$ cat src/rtl/i2s_dac_serializer.sv
// rtl/i2s_dac_serializer.sv - double-buffered I2S / left-justified DAC serializer (option: LEFT_JUSTIFIED_EN)
module i2s_dac_serializer #(
  parameter int DATA_W   = 24,
  parameter int SLOT_W   = 32,
  parameter int BCLK_DIV = 2
) (
  input  logic              OSC_CLK,
  input  logic              reset,
  input  logic [DATA_W-1:0] lsound_in,
  input  logic [DATA_W-1:0] rsound_in,
  input  logic              sample_valid,
  output logic              AUD_BCLK,
  output logic              AUD_DACLRCK,
  output logic              AUD_DACDAT,
  output logic              frame_load,
  output logic              underrun,
  output logic [7:0]        underrun_cnt
);

  localparam int FRAME_W = 2 * SLOT_W;
  localparam int BIT_W   = (FRAME_W > 1) ? $clog2(FRAME_W) : 1;
  localparam int DIV_W   = (BCLK_DIV > 1) ? $clog2(BCLK_DIV) : 1;

  logic [DIV_W-1:0]  div_cnt_q, div_cnt_d;
  logic [BIT_W-1:0]  bit_cnt_q, bit_cnt_d;
  logic              bclk_q, bclk_d;
  logic              lrck_q, lrck_d;
  logic              dacdat_q, dacdat_d;
  logic              frame_load_q, frame_load_d;
  logic              underrun_q, underrun_d;
  logic [7:0]        underrun_cnt_q, underrun_cnt_d;
  logic [DATA_W-1:0] hold_l_q, hold_l_d, hold_r_q, hold_r_d;
  logic [DATA_W-1:0] frame_l_q, frame_l_d, frame_r_q, frame_r_d;
  logic              fresh_q, fresh_d;

  logic              wrap, fall, last_bit, load;
  logic              slot_r, dat_bit;
  logic [DATA_W-1:0] word;
  int                bit_idx, b;

  // Next-state logic: BCLK divider, bit/slot counter, double buffer, serial data bit
  always_comb begin
    wrap     = (div_cnt_q == DIV_W'(BCLK_DIV - 1));
    fall     = wrap && bclk_q;
    last_bit = (bit_cnt_q == BIT_W'(FRAME_W - 1));
    load     = fall && last_bit;

    div_cnt_d = wrap ? '0 : div_cnt_q + 1'b1;
    bclk_d    = wrap ? ~bclk_q : bclk_q;
    bit_cnt_d = bit_cnt_q;
    if (fall) begin
      bit_cnt_d = last_bit ? '0 : bit_cnt_q + 1'b1;
    end

    hold_l_d       = hold_l_q;
    hold_r_d       = hold_r_q;
    frame_l_d      = frame_l_q;
    frame_r_d      = frame_r_q;
    fresh_d        = fresh_q;
    frame_load_d   = 1'b0;
    underrun_d     = 1'b0;
    if (load) begin
      frame_load_d = 1'b1;
      fresh_d      = 1'b0;
      if (sample_valid) begin
        // A strobe landing on the load cycle goes straight into the frame;
        // it also becomes the value repeated by any later underrun.
        frame_l_d = lsound_in;
        frame_r_d = rsound_in;
        hold_l_d  = lsound_in;
        hold_r_d  = rsound_in;
      end else begin
        frame_l_d  = hold_l_q;
        frame_r_d  = hold_r_q;
        underrun_d = ~fresh_q;
      end
    end else if (sample_valid) begin
      hold_l_d = lsound_in;
      hold_r_d = rsound_in;
      fresh_d  = 1'b1;
    end

    underrun_cnt_d = underrun_cnt_q;
    if (underrun_d && (underrun_cnt_q != 8'hFF)) begin
      underrun_cnt_d = underrun_cnt_q + 8'd1;
    end

    // Data bit is selected from the counter and frame values that take effect
    // on this fall, so the bit for a freshly loaded frame is already correct.
    bit_idx = int'(bit_cnt_d);
    slot_r  = (bit_idx >= SLOT_W);
    b       = slot_r ? (bit_idx - SLOT_W) : bit_idx;
    word    = slot_r ? frame_r_d : frame_l_d;
    dat_bit = 1'b0;
`ifdef LEFT_JUSTIFIED_EN
    if (b < DATA_W) begin
      dat_bit = |(word & (DATA_W'(1) << (DATA_W - 1 - b)));
    end
`else
    if ((b >= 1) && (b <= DATA_W)) begin
      dat_bit = |(word & (DATA_W'(1) << (DATA_W - b)));
    end
`endif
    lrck_d   = fall ? slot_r : lrck_q;
    dacdat_d = fall ? dat_bit : dacdat_q;
  end

  // State registers with synchronous active-high reset
  always_ff @(posedge OSC_CLK) begin
    if (reset) begin
      div_cnt_q      <= '0;
      bit_cnt_q      <= '0;
      bclk_q         <= 1'b0;
      lrck_q         <= 1'b0;
      dacdat_q       <= 1'b0;
      frame_load_q   <= 1'b0;
      underrun_q     <= 1'b0;
      underrun_cnt_q <= 8'd0;
      hold_l_q       <= '0;
      hold_r_q       <= '0;
      frame_l_q      <= '0;
      frame_r_q      <= '0;
      fresh_q        <= 1'b0;
    end else begin
      div_cnt_q      <= div_cnt_d;
      bit_cnt_q      <= bit_cnt_d;
      bclk_q         <= bclk_d;
      lrck_q         <= lrck_d;
      dacdat_q       <= dacdat_d;
      frame_load_q   <= frame_load_d;
      underrun_q     <= underrun_d;
      underrun_cnt_q <= underrun_cnt_d;
      hold_l_q       <= hold_l_d;
      hold_r_q       <= hold_r_d;
      frame_l_q      <= frame_l_d;
      frame_r_q      <= frame_r_d;
      fresh_q        <= fresh_d;
    end
  end

  assign AUD_BCLK     = bclk_q;
  assign AUD_DACLRCK  = lrck_q;
  assign AUD_DACDAT   = dacdat_q;
  assign frame_load   = frame_load_q;
  assign underrun     = underrun_q;
  assign underrun_cnt = underrun_cnt_q;

endmodule

$ cat config.mk
export PLATFORM = sky130hd
export DESIGN_NAME = i2s_dac_serializer
export DESIGN_NICKNAME = d
export VERILOG_FILES = /design/src/rtl/i2s_dac_serializer.sv
export SDC_FILE = /design/constraint.sdc
export NUM_CORES = 1
export LEC_CHECK = 0
export ABC_AREA = 1
export BUFFER_PORTS_ARGS = -buffer_cell sky130_fd_sc_hd__clkbuf_2
export CORE_UTILIZATION = 63
export CTS_CLUSTER_DIAMETER = 50
export DETAILED_ROUTE_END_ITERATION = 16
export PLACE_DENSITY = 0.91
export RECOVER_POWER = 25
export SLEW_MARGIN = 15
export SYNTH_ARGS = -nofsm -noshare
export SYNTH_HDL_FRONTEND = slang
export SYNTH_SLANG_ARGS = --single-unit
$ cat constraint.sdc
create_clock -name OSC_CLK -period 7.55 [get_ports OSC_CLK]
set_input_delay 0 -clock OSC_CLK [delete_from_list [all_inputs] [get_ports OSC_CLK]]
set_output_delay 0 -clock OSC_CLK [all_outputs]
set_load 0.005 [all_outputs]
==> results of run 1 <==
==> logic make-up (layout without fill, tap and decap cells) <==
group	after synthesis	in the layout
and+or+nand+nor	352	352
muxes	35	35
DFF	117	117
buffers and inverters	119	227
xor gates and xnor gates	1	1
other	1	9
adders and majority gates	16	16
AOI/OAI and AO/OA	89	89
==> routing by layer <==
| layer | up-vias | global-route usage, % | share of wire (%) |
|---|---|---|---|
| met5 | - | 0 | 0 |
| met4 | 0 | 19.2 | 4.7 |
| met3 | 80 | 7.33 | 6.2 |
| met2 | 262 | 61.3 | 50 |
| met1 | 2429 | 36.9 | 39 |
| li1 | 2507 | - | - |
==> where the power goes <==
part           internal [mW]  switching (mW)
registers              0.634         0.00637
clock network          0.452           0.290
logic                 0.0498          0.0629
total                   1.14           0.359
==> stage by stage <==
stage               std cells  worst slack [ns]
floorplan                 738              4.37
global placement          872              3.64
detailed placement        872              3.37
CTS                       951              3.19
global route              951              2.67
finish                    951              3.01
==> flip-flops by register name, indices dropped and copies added, names as in the netlist <==
| name | flops |
|---|---|
| AUD_DACDAT | 1 |
| div_cnt_q | 1 |
| underrun_cnt | 8 |
| bit_cnt_q | 6 |
| hold_r_q | 24 |
| underrun | 1 |
| AUD_DACLRCK | 1 |
| frame_load | 1 |
| AUD_BCLK | 1 |
| hold_l_q | 24 |
| frame_r_q | 24 |
| fresh_q | 1 |
| frame_l_q | 24 |
==> final cells by class <==
cell class                 count  area share [%]
sequential                   117            34.5
clock inverter                11            1.51
multi-input combinational    502            38.8
tap                          105            1.94
inverter                      82            4.57
timing repair buffer         114            12.0
clock buffer                  20            6.57
==> layout by cell type, fill, tap and decap left out, types with 16 or more instances in the layout <==
master	n
dlygate4sd3_1	48
ha_1	16
dfxtp_1	117
nor2_1	127
nand3_1	18
clkbuf_2	62
o21ai_0	75
clkbuf_16	16
mux2i_1	35
nand2_1	158
inv_1	78
==> worst min path at each step <==
| stage | end | depth (start not counted) | slack (ns) | from |
|---|---|---|---|---|
| after floorplan | hold_l_q[0] | 2 | 0.16 | lsound_in[0] |
| after global placement | hold_r_q[8] | 3 | 0.26 | rsound_in[8] |
| after detailed placement | hold_r_q[21] | 3 | 0.27 | rsound_in[21] |
| after CTS | div_cnt_q | 2 | 0.14 | reset |
| after global routing | bit_cnt_q[1] | 2 | 0.20 | reset |
| final | frame_r_q[7] | 2 | 0.12 | reset |
==> results by group, run 1 <==
Placed design
  – Gp weighted congestion: 0.943
  – Placed inst area: 5760 um2
  – Dpl hpwl: 7840 um
  – Port Buffers: 63

Cells and area
  – Area growth from synthesis to layout: 24.8%
  – # fillers: 457
  – Nets@finish: 901
  – Area occupied by multi-input gates: 2630 um2
  – Reg area: 2340 um2
  – Number of diodes: 0
  – Fin area: 6780 um2
  – Util after Layout: 81.7%
  – Layout cells sized above 1: 14.8%

Yosys
  – Seq/Total Area, Yosys: 43.1%
  – Cell Area, Synth: 5430 um2
  – Ys Warns: 0
  – Simple-Gate Fraction of Synth Area: 28.8%
  – Compound-gate portion of the synthesized area: 8.59%
  – Synth top area cells: dfxtp_1, nand2_1, nor2_1
  – Gate Count Post-Synth: 730
  – Netlist cell types: 37
  – Mux cell area share after synthesis: 6.45%
  – Largest family of logic cells by synthesized area: simple AND/OR/NAND/NOR gates
  – Syn avg cell area: 7.44 um2
  – Post-Synth Adder-Cell Area: 3.68%
  – Synth top area share: 43.1%
  – Async SR Flop Fraction: 0%
  – Synth Flop Type: dfxtp_1
  – Flops & latches, synth: 117
  – Area share of xor/xnor cells in the synthesized design: 0.299%
  – Top post-synthesis cells by count: nand2_1, nor2_1, dfxtp_1, inv_1, o21ai_0
  – Most frequent cell after synthesis: nand2_1
  – Post-synth EDFFs: 0
  – Synth area leader: dfxtp_1

Timing
  – RSZ-0062 raised after global routing: no
  – Worst Skew: 0.0123 ns
  – Fin crit share: 60.1%
  – Setup TNS after final layout: 0 ns
  – WHS: 0.125 ns
  – Final setup fails: 0
  – Fin. max-slew vios: 51
  – Max transition margin: -107%
  – Slew @ Worst Pin: 3.11 ns
  – Fmax: 220 MHz
  – Fin crit period: 4.54 ns
  – Endpoints failing hold: 0

Critical path
  – Worst Path Required: 7.97 ns
  – Worst-path maximum fanout: 50
  – CP Buf/Inv Count: 5
  – Flop2flop setup slack: 3.02 ns
  – Worst-path cell chain: clkbuf_2, clkbuf_1, inv_1, nand2_1, nand2_1, inv_1, nand2_1, o21ai_0, o21ai_0, nand4_1, nand2_1, nor2_1, nand3_1, nand2_1, inv_1, nand2_1, nand2_1
  – Worst path slowest cell: clkbuf_1
  – Crit path launch type: input pin
  – Worst Path Class, Setup: in2reg
  – CP dominant cell by count: nand2_1
  – Crit path max-delay family: buffers and inverters
  – CP Depth: 17
  – Origin of the worst setup path: sample_valid
  – R2r startpoint: bit_cnt_q[0]
  – Crit Reg-Reg Endpoint: AUD_DACDAT
  – CP endpoint kind: flop
  – Critical path data arrival time: 4.96 ns
  – Worst r2r path cells: 25
  – Slowest cell delay on critical path: 2.19 ns
  – Setup crit end: AUD_DACDAT

Route
  – WL per Instance: 15.0 um
  – Antenna viol nets, final: 0
  – Routed vias/inst: 5.55
  – Post-Route WL: 14300 um
  – Via count: 5278
  – Initial drt markers: 445
  – DR pass1 iterations: 7
  – # DRC: 0

Floorplan
  – DIE WIDTH: 94.9 um
  – DIE HEIGHT: 94.9 um
  – Number of cell rows: 33
  – Core area: 8300 um2
  – I/O Pins: 64
  – DIE AREA: 9000 um2
  – Initial core utilization: 65.5%

Clock tree
  – Root Driver: clkbuf_8
  – CTS Buf Count: 17
  – Clock Path Buffers: 2
  – CTS resizes: 0
  – CTS tree: yes
  – Clk Latency, worst-skew pair: 0.53 ns
  – Clock sink total: 117
  – H-tree depth: 4
  – Post-CTS Hold Buffers: 48
  – Postcts setup bufs: 0
  – Clk slew on worst S/H paths: 0.05 ns

Power and ir drop
  – LEAKAGE: 3.09 nW
  – PD cells: 221 nW/um2
  – Max VDD drop: 0.208 mV
  – Final Power: 1.50 mW

Job
  – Max_cap viols: 1

Global route
  – Vias in the first global route: 5175
  – Tot GR Track Use: 34.1%
  – Initial antenna violation count: 0
  – Pin count of the biggest net entering global routing: 112
  – GR Overflow Total: 0
  – First-pass GRT wire length: 23400 um

Outcome
  – Failing checks: capacitance limit, slew limit
  – Outcome: finished, violations left

Min path
  – Min-Delay Path Class: in2reg
Note: power is estimated with default switching activity, not from simulation.
==> inputs of run 2 (changes only) <==
--- a/config.mk
+++ b/config.mk
@@ -5,12 +5,12 @@
 export SDC_FILE = /design/constraint.sdc
 export NUM_CORES = 1
 export LEC_CHECK = 0
-export ABC_AREA = 1
+export ABC_AREA = 0
 export BUFFER_PORTS_ARGS = -buffer_cell sky130_fd_sc_hd__clkbuf_2
-export CORE_UTILIZATION = 63
+export CORE_UTILIZATION = 52
 export CTS_CLUSTER_DIAMETER = 50
 export DETAILED_ROUTE_END_ITERATION = 16
-export PLACE_DENSITY = 0.91
+export PLACE_DENSITY = 0.81
 export RECOVER_POWER = 25
 export SLEW_MARGIN = 15
 export SYNTH_ARGS = -nofsm -noshare
==> constraint.sdc (replaced) <==
create_clock -name OSC_CLK -period 4.1 [get_ports OSC_CLK]
set_input_delay 0 -clock OSC_CLK [delete_from_list [all_inputs] [get_ports OSC_CLK]]
set_output_delay 0 -clock OSC_CLK [all_outputs]
set_load 0.005 [all_outputs]
==> run 2 against run 1 <==
  * The run still ends with capacitance limit, slew limit left
  * Setup slack worse by 2.7 ns
  * Clock-buffer cell count decreased by 2
  * Worst hold slack better by 0.14 ns
  * Cell count is 6.9% lower
  * Clock power rose by 83%
  * Via count down 4.8%
  * Global-route usage is 5.2 points lower
  * First-iteration DRC count fell by 9.7%
  * Synthesized cell count fell by 16%
  * Critical path depth shrank 1
  * Synthesized area shrank 0.16%
  * Largest power group unchanged
==> results by group, run 2 <==
Yosys
  – Seq/Total Area, Yosys: 43.2%
  – Syn avg cell area: 8.89 um2
  – Synth top area share: 43.2%
  – Flops & latches, synth: 117
  – Async SR Flop Fraction: 0%
  – Most frequent cell after synthesis: nor2_1
  – Netlist cell types: 64
  – Cell Area, Synth: 5430 um2
  – Synth area leader: dfxtp_1
  – Gate Count Post-Synth: 610
  – Ys Warns: 0
  – Top post-synthesis cells by count: nor2_1, dfxtp_1, mux2i_1, a211oi_1, nand2_1
  – Post-synth EDFFs: 0
  – Synth Flop Type: dfxtp_1
  – Synth top area cells: dfxtp_1, mux2i_1, nor2_1

Cells and area
  – Most frequent cells in the layout: nor2_1, dfxtp_1, dlygate4sd3_1
  – Commonest non-fill, non-tap cell in the layout: nor2_1
  – Area occupied by multi-input gates: 2860 um2
  – Reg area: 2340 um2
  – # fillers: 712
  – Util after Layout: 71.4%
  – Nets@finish: 806
  – Area growth from synthesis to layout: 30.9%
  – Layout cells sized above 1: 15.7%
  – Fin area: 7100 um2
  – Number of diodes: 0

Route
  – # DRC: 0
  – Initial drt markers: 402
  – Routed vias/inst: 5.68
  – Post-Route WL: 15000 um
  – Via count: 5026
  – Antenna viol nets, final: 0
  – DR pass1 iterations: 7
  – WL per Instance: 17.0 um

Timing
  – Max transition margin: -95.1%
  – Fin. max-slew vios: 103
  – Worst Skew: 0.00970 ns
  – Fin crit period: 3.82 ns
  – Fin crit share: 93.3%
  – Fmax: 262 MHz
  – Final setup fails: 0
  – Endpoints failing hold: 0
  – Slew @ Worst Pin: 2.93 ns
  – Worst setup margin: 0.276 ns

Clock tree
  – Root Driver: clkbuf_8
  – Clk Latency, worst-skew pair: 0.53 ns
  – Clk slew on worst S/H paths: 0.06 ns
  – H-tree depth: 4
  – CTS tree: yes
  – Clock sink total: 117
  – CTS Buf Count: 17
  – Clock Path Buffers: 2

Placed design
  – Setup WS pre-CTS: 0.285 ns
  – Port Buffers: 63
  – Placed inst area: 5810 um2
  – Gp weighted congestion: 0.931
  – Dpl hpwl: 9160 um

Floorplan
  – Core area: 9950 um2
  – I/O Pins: 64
  – Initial core utilization: 54.5%
  – DIE AREA: 10800 um2
  – DIE WIDTH: 104 um
  – DIE HEIGHT: 104 um
  – Number of cell rows: 36

Job
  – Max_cap viols: 2

Global route
  – Initial antenna violation count: 0
  – Tot GR Track Use: 29.0%
  – First-pass GRT wire length: 24600 um
  – Vias in the first global route: 5050
  – GR Overflow Total: 0
  – Pin count of the biggest net entering global routing: 70

Min path
  – Hold wc startpoint: lsound_in[12]
  – Hold EP: hold_l_q[12]
  – Min-Delay Path Class: in2reg
  – Hold Crit Depth: 4

Critical path
  – Critical path data arrival time: 4.30 ns
  – Worst-path maximum fanout: 10
  – Flop2flop setup slack: 0.28 ns
  – Worst Path Required: 4.57 ns
  – Worst Path Class, Setup: reg2reg
  – Crit path launch type: flop
  – Crit Reg-Reg Endpoint: AUD_DACDAT
  – CP endpoint kind: flop
  – Worst r2r path cells: 16
  – R2r startpoint: bit_cnt_q[3]

Outcome
  – Outcome: finished, violations left
  – Failing checks: capacitance limit, slew limit

Power and ir drop
  – Max VDD drop: 0.342 mV
  – LEAKAGE: 2.90 nW
  – PD cells: 395 nW/um2
[run 2: changes by cell type in the layout (fill, tap and decap cells not counted), sizes merged, moves of 11 or more]
cell         change
nand2          -122
inv             -70
o21ai           -66
a211oi          +50
dlygate4sd3     +27
mux2i           +19
nor2            -12
nand4           -11
[run 2: power by group]
| group | internal (mW) | switching [mW] |
|---|---|---|
| Sequential | 1.17 | 0.0156 |
| Combinational | 0.125 | 0.132 |
| Clock | 0.774 | 0.588 |
| Total | 2.07 | 0.736 |
[run 2: final cells by class]
| class | count | area share, % |
|---|---|---|
| Inverter | 9 | 0.476 |
| Tap cell | 133 | 2.34 |
| Clock inverter | 14 | 1.71 |
| Timing Repair Buffer | 150 | 16.1 |
| Multi-Input combinational cell | 444 | 40.3 |
| Sequential cell | 117 | 33.0 |
| Clock buffer | 18 | 6.02 |
[run 2: critical path: stages (launching register included)]
cell	delay, ns
dfxtp_1	0.48
and4_1	0.36
a211o_1	0.21
nand2_2	0.13
inv_2	0.15
ha_1	0.33
nand2_1	0.12
nand2_1	0.11
inv_1	0.07
ha_1	0.17
nand4b_1	0.17
nor4_1	0.26
nand4_1	0.12
or4_1	0.54
nor3_1	0.23
o311a_1	0.21
o22a_1	0.12
[run 2: worst max-delay path by stage]
| stage | to | startpoint | cells past startpoint | slack, ns |
|---|---|---|---|---|
| global route | AUD_DACDAT | bit_cnt_q[3] | 16 | -0.02 |
| detailed placement | AUD_DACDAT | bit_cnt_q[0] | 16 | 0.28 |
| finish | AUD_DACDAT | bit_cnt_q[3] | 16 | 0.28 |
| CTS | AUD_DACDAT | bit_cnt_q[0] | 16 | 0.26 |
| global placement | AUD_DACDAT | bit_cnt_q[0] | 16 | 0.53 |
| floorplan | AUD_DACDAT | bit_cnt_q[2] | 19 | 0.77 |
[run 2: cell families (layout without fill, tap and decap cells)]
group,Yosys count,in the layout,synth area share [%]
buffers and inverters,57,191,4.61
AOI/OAI and AO/OA,116,116,16.0
other,1,9,0.0691
adders and majority gates,16,16,3.69
DFF,117,117,43.2
muxes,59,59,11.1
and+or+nand+nor,232,232,19.5
xor gates and xnor gates,12,12,1.94
[run 2: metrics by stage]
step                total power [mW]  hold slack (ns)  setup TNS, ns  instances
floorplan                       1.33            0.160              0        618
global placement                1.39            0.265              0        778
detailed placement              1.40            0.270              0        778
CTS                             2.80            0.182              0        885
global route                    2.89            0.304        -0.0171        885
finish                          2.80            0.267              0        885
[run 2: what timing repair did]
action                                 in CTS  in global routing
endpoints found under the hold margin      97                  0
gates resized for setup                     0                  1
setup buffers                               0                  0
hold buffers                               75                  0
setup endpoints to repair                   0                  1
[run 2: routing by layer]
metal | vias up | part of all wire, % | routed length (um) | track usage [%]
li1 | 2422 | - | - | -
met5 | - | 0 | 0 | 0
met3 | 46 | 5.4 | 807 | 7.14
met1 | 2375 | 40 | 6080 | 33.7
met4 | 0 | 3.2 | 488 | 14.2
met2 | 183 | 51 | 7640 | 49.6
